<file path="config.mk">
export PLATFORM = sky130hd
export DESIGN_NAME = result_bus_arbiter
export DESIGN_NICKNAME = d
export VERILOG_FILES = /design/src/rtl/ppc_types.sv /design/src/rtl/result_bus_arbiter_rr_priority_select.sv /design/src/rtl/result_bus_arbiter.sv
export SDC_FILE = /design/constraint.sdc
export NUM_CORES = 1
export LEC_CHECK = 0
export ABC_AREA = 0
export CAP_MARGIN = 20
export CORE_AREA = 2 2 99 125
export DETAILED_ROUTE_END_ITERATION = 8
export DIE_AREA = 0 0 101 127
export PLACE_DENSITY = 0.94
export REMOVE_ABC_BUFFERS = 1
export SYNTH_ARGS = -nofsm -noshare
export SYNTH_HDL_FRONTEND = slang
export SYNTH_SLANG_ARGS = --single-unit
</file>
<file path="constraint.sdc">
create_clock -name clk -period 5.55 [get_ports clk]
set_clock_uncertainty 0.15 [all_clocks]
set_input_delay 1.665 -clock clk [delete_from_list [all_inputs] [get_ports clk]]
set_output_delay 1.665 -clock clk [all_outputs]
set_load 0.01 [all_outputs]
</file>
<file path="src/rtl/ppc_types.sv">
// Shared PowerPC datapath types: condition/exception flags and the result broadcast record.
package ppc_types;

    localparam int RS_ID_WIDTH_DFLT = 5;

    typedef struct packed {
        logic lt;
        logic gt;
        logic eq;
        logic so;
        logic ov;
        logic ca;
    } cond_exception_t;

    typedef struct packed {
        logic [0:RS_ID_WIDTH_DFLT-1] rs_id;
        logic [0:4]                  reg_addr;
        logic [0:31]                 result;
        cond_exception_t             cr0_xer;
    } result_bus_t;

    // Round-robin successor of idx in a ring of n slots.
    function automatic int rr_wrap_inc(int idx, int n);
        return (idx + 1 == n) ? 0 : idx + 1;
    endfunction

endpackage

</file>
<file path="src/rtl/result_bus_arbiter_rr_priority_select.sv">
// Rotating-priority selector: first set request at or after ptr_i, searching modulo N.
module rr_priority_select #(
    parameter  int N  = 4,
    localparam int PW = $clog2(N)
) (
    input  logic [N-1:0]  req_i,
    input  logic [PW-1:0] ptr_i,
    output logic [N-1:0]  grant_o,
    output logic [PW-1:0] idx_o,
    output logic          any_o
);

    logic [PW-1:0] cand;

    // Walk the ring from the farthest slot back to ptr_i so the nearest request wins.
    always_comb begin
        grant_o = '0;
        idx_o   = '0;
        any_o   = 1'b0;
        cand    = '0;
        for (int k = N - 1; k >= 0; k--) begin
            cand = PW'((int'(ptr_i) + k) % N);
            if (req_i[cand]) begin
                grant_o       = '0;
                grant_o[cand] = 1'b1;
                idx_o         = cand;
                any_o         = 1'b1;
            end
        end
    end

endmodule

</file>
<file path="src/rtl/result_bus_arbiter.sv">
// Round-robin arbiter sharing the single result broadcast bus between execution units,
// with one registered output stage that supports back-to-back grant and consume.
module result_bus_arbiter
    import ppc_types::*;
#(
    parameter  int UNITS       = 4,
    parameter  int RS_ID_WIDTH = RS_ID_WIDTH_DFLT,
    localparam int PTR_WIDTH   = $clog2(UNITS)
) (
    input  logic                                clk,
    input  logic                                rst,
    input  logic                                flush,
    input  logic [UNITS-1:0]                    unit_valid,
    output logic [UNITS-1:0]                    unit_ready,
    input  logic [UNITS-1:0][0:RS_ID_WIDTH-1]   unit_rs_id,
    input  logic [UNITS-1:0][0:4]               unit_reg_addr,
    input  logic [UNITS-1:0][0:31]              unit_result,
    input  cond_exception_t [UNITS-1:0]         unit_cr0_xer,
    output logic                                bus_valid,
    input  logic                                bus_ready,
    output logic [0:RS_ID_WIDTH-1]              bus_rs_id,
    output logic [0:4]                          bus_reg_addr,
    output logic [0:31]                         bus_result,
    output cond_exception_t                     bus_cr0_xer,
    output logic [0:PTR_WIDTH-1]                bus_unit
);

    logic [PTR_WIDTH-1:0] ptr_q, ptr_d;
    result_bus_t          bus_q, bus_d;
    logic                 bus_valid_q, bus_valid_d;
    logic [PTR_WIDTH-1:0] bus_unit_q, bus_unit_d;

    logic [UNITS-1:0]     sel_grant;
    logic [PTR_WIDTH-1:0] sel_idx;
    logic                 sel_any;
    logic                 load_en;
    logic                 grant_en;
    logic                 do_grant;

    rr_priority_select #(.N(UNITS)) u_select (
        .req_i   (unit_valid),
        .ptr_i   (ptr_q),
        .grant_o (sel_grant),
        .idx_o   (sel_idx),
        .any_o   (sel_any)
    );

    // Grants are only offered when the output register is free or being drained this edge;
    // flush and reset both suppress the handshake so no unit thinks it was accepted.
    always_comb begin
        load_en     = !bus_valid_q || bus_ready;
        grant_en    = rst && !flush && load_en;
        do_grant    = grant_en && sel_any;
        unit_ready  = grant_en ? sel_grant : '0;
        ptr_d       = ptr_q;
        bus_d       = bus_q;
        bus_valid_d = bus_valid_q;
        bus_unit_d  = bus_unit_q;
        if (flush) begin
            bus_valid_d = 1'b0;
        end else if (do_grant) begin
            bus_d.rs_id    = unit_rs_id[sel_idx];
            bus_d.reg_addr = unit_reg_addr[sel_idx];
            bus_d.result   = unit_result[sel_idx];
            bus_d.cr0_xer  = unit_cr0_xer[sel_idx];
            bus_valid_d    = 1'b1;
            bus_unit_d     = sel_idx;
            ptr_d          = PTR_WIDTH'(rr_wrap_inc(int'(sel_idx), UNITS));
        end else if (bus_ready) begin
            bus_valid_d = 1'b0;
        end
    end

    always_ff @(posedge clk or negedge rst) begin
        if (!rst) begin
            ptr_q       <= '0;
            bus_q       <= '0;
            bus_valid_q <= 1'b0;
            bus_unit_q  <= '0;
        end else begin
            ptr_q       <= ptr_d;
            bus_q       <= bus_d;
            bus_valid_q <= bus_valid_d;
            bus_unit_q  <= bus_unit_d;
        end
    end

    assign bus_valid    = bus_valid_q;
    assign bus_rs_id    = bus_q.rs_id;
    assign bus_reg_addr = bus_q.reg_addr;
    assign bus_result   = bus_q.result;
    assign bus_cr0_xer  = bus_q.cr0_xer;
    assign bus_unit     = bus_unit_q;

endmodule

</file>
==> metrics.md <==
| Metric | Value |
|---|---|
| Max-slew headroom | `0.457` |
| Final Util | `0.685` |
| Die area | `12,800 um2` |
| Crit path max fanout | `6` |
| Total Wirelength | `19.4 mm` |
| Outcome | `complete, no violations` |
| Unique cell type count in the Yosys netlist | `40` |
| Routed met1 length | `7.45 mm` |
| Design Area, Final | `7920 um2` |
| Required @ worst endpoint | `3.73 ns` |
| Max Cap Violations | `0` |
| Crit path cell chain | `clkdlybuf4s50_1 > mux4_2 > buf_4 > a221oi_1 > nor3_1 > a21oi_1 > nor2_1 > dlygate4sd2_1` |
| Final setup viols | `0` |
| Nature of the critical path endpoint | `primary output` |
| Async S/R FF share, synth | `1.00` |
| Final Hold Viols | `0` |
| I/O Buffers | `254` |
| Setup WS post-layout | `0.0982 ns` |
| Flop pwr share | `0.173` |
| Logic gate share of total power | `0.746` |
| Clock Sink Count | `53` |
| Initial core utilization | `0.448` |
| DR iter-0 viols | `339` |
| Largest net degree at the start of global routing | `58` |
| PwrDens | `503 nW/um2` |
| Cell Rows | `44` |
| Vias in the first global route | `6,327` |
| Avg Inst Size Synth | `7.58 um2` |
| Fin Setup TNS | `0 ns` |
| Root Buffer | `clkbuf_16` |
| Post-CTS resize count | `5` |
| WHS | `0.350 ns` |
| GR Overflow Total | `0` |
| Sw frac | `0.506` |
| First-pass GRT wire length | `30.8 mm` |
| Sequential share of the synthesized area | `0.256` |
| Routed wire length on met3 | `1.41 mm` |
| Reg clk slew, reported paths | `0.07 ns` |
| CP arrival | `3.64 ns` |
| Area of the multi-input gates | `3550 um2` |
| Slew @ Worst Pin | `0.815 ns` |
| Nets | `1,108` |
| CTS tree | `built` |
| Int Pwr | `1.97 mW` |
| Leak | `2.95 nW` |
| Synth Flop Type | `dfrtp_1` |
| Design Power | `3.98 mW` |
| Period minus WS final | `5.45 ns` |
| Overall routing resource usage | `0.297` |
| CP Launch Type | `primary input` |
| N_diodes | `0` |
| Inst Count DP | `1,031` |
| CP Class | `primary input to primary output` |
| Switching pwr | `2.01 mW` |
| Clock power share | `0.080` |
| Area grow syn2layout | `52.9%` |
| EDFF count, synth | `0` |
| # fillers | `903` |
| Share of the synthesized area in the top cell type | `0.256` |
| Fmax | `183 MHz` |
| Max Used Layer | `met4` |
| Die Ht | `127 um` |
| Initial antenna violation count | `0` |
| Layout cells sized above 1 | `0.0699` |
| Die width | `101 um` |
| IO Pins | `255` |
| Cts hold-fix bufs | `0` |
| Final Cycle Share | `0.982` |
| Hpwl dp | `13.6 mm` |
| DRC viols | `0` |
| Final GP Congestion | `0.888` |
| Hold crit path type | `register to register` |
| Wire per inst | `18.7 um` |
| Dominant cell type by area after synthesis | `dfrtp_1` |
| Vias per Instance | `6.06` |
| Fin cells | `1,039` |
| Clock buffer depth | `2` |
| Largest stage delay, worst path | `0.51 ns` |
| TritonCTS buffer count | `5` |
| Max-slew violation count | `0` |
| Drt pass-1 iters | `5` |
| Synthesized area | `5180 um2` |
| Pre-CTS WS | `-0.178 ns` |
| FF+latch area | `1330 um2` |
| Synthesized flop and latch total | `53` |
| Placed cell area | `7770 um2` |
| WL met2 | `9.72 mm` |
| Worst vdd ir | `0.504 mV` |
| Area contributors post-synth | `dfrtp_1 26%, nand2_1 11%, mux2i_1 10%, o2111ai_1 8.3%, a311oi_1 6.3%` |
| Clk Latency, worst-skew pair | `0.29 ns` |
| Core Region | `11,600 um2` |
| Via Count | `6,296` |
| Routed Antenna Nets | `0` |
| Slowest CP cell | `mux4_2` |
| RSZ-0062 raised after global routing | `false` |
| Postcts setup bufs | `0` |
| H-Tree Depth | `2` |
| Post-Syn Instances | `683` |
| Syn. warnings | `0` |
[critical path: cells and delay by family]
kind / cells / cell delay (ns)
multiplexers: 1 / 0.51
AND/OR/NAND/NOR: 2 / 0.13
AO/OA/AOI/OAI: 2 / 0.42
buffers and inverters: 3 / 0.91
[logic make-up (layout without fill, tap and decap cells)]
logic type	after synthesis	after routing	synth area share
AOI/OAI and AO/OA	167	167	0.251
DFF	53	53	0.256
buffers and inverters	71	289	0.0698
adders and majority gates	8	8	0.0193
muxes	58	58	0.122
and+or+nand+nor	326	326	0.282
[area by class of cell]
type,count,area share
Multi-Input combinational cell,559,0.448
Timing Repair Buffer,278,0.343
Sequential cell,53,0.167
Tap cell,138,0.0218
Clock buffer,7,0.0167
Inverter,3,0.00205
Clock inverter,1,0.000948
[layer usage]
metal,vias up,GRT usage
li1,2937,-
met1,2990,0.352
met2,307,0.515
met3,62,0.0542
met4,0,0.139
met5,-,0
[worst paths after layout]
path | start | endpoint | slack (ns) | depth (start not counted)
worst max-delay path | unit_valid[1] | unit_ready[2] | 0.1 | 8
min in group asynchronous | rst | bus_result[8] | 1.45 | 2
worst min register to register | bus_unit[0] | bus_unit[0] | 0.35 | 2
worst min-delay path | bus_unit[0] | bus_unit[0] | 0.35 | 2
max in group asynchronous | rst | bus_result[27] | 3.31 | 2
worst max register to register | ptr_q[1] | bus_result[17] | 2.18 | 10
[cell usage in the layout (no fill, tap or decap), types with 4 or more instances in the layout]
cell type        Yosys  final
nor2_1              64     63
nand2_1            146    145
nand2b_1             4      4
a21oi_1             55     54
dfrtp_1             53     53
nor3_1               4      4
dlygate4sd2_1        0      4
nor2b_1             50     48
ha_1                 8      8
buf_4                7     24
o21ai_0              4      4
mux2i_1             52     52
o2111ai_1           49     49
mux4_2               4      4
clkdlybuf4s50_1      0    249
a311oi_2            10     10
nand3_1             50     50
a311oi_1            37     37
clkbuf_16            0      5
[synthesized netlist by cell type (all sizes together) (2+ instances only)]
| cell | n |
|---|---|
| o2111ai | 49 |
| nor3 | 4 |
| dfrtp | 53 |
| mux4 | 4 |
| or2 | 2 |
| nand3 | 50 |
| nand2b | 5 |
| buf | 29 |
| nor2 | 64 |
| a311oi | 47 |
| a221oi | 4 |
| nand2 | 146 |
| a21oi | 55 |
| nor2b | 50 |
| ha | 8 |
| mux2 | 2 |
| mux2i | 52 |
| inv | 2 |
| clkbuf | 39 |
| o22ai | 2 |
| o21ai | 4 |
[registers in the layout, indices dropped and copies added, names as in the netlist]
signal        count
bus_cr0_xer       6
bus_reg_addr      5
bus_result       32
bus_rs_id         5
bus_unit          2
bus_valid         1
ptr_q             2
[power by group through the flow]
stage | clock network (mW) | registers (mW) | logic, mW
6_report | 0.321 | 0.690 | 2.97
5_1_grt | 0.343 | 0.713 | 3.25
4_1_cts | 0.326 | 0.690 | 2.95
3_5_place_dp | 0 | 0.696 | 2.95
3_3_place_gp | 0 | 0.691 | 2.87
2_1_floorplan | 0 | 0.788 | 1.68
Note: power is estimated with default switching activity, not from simulation.
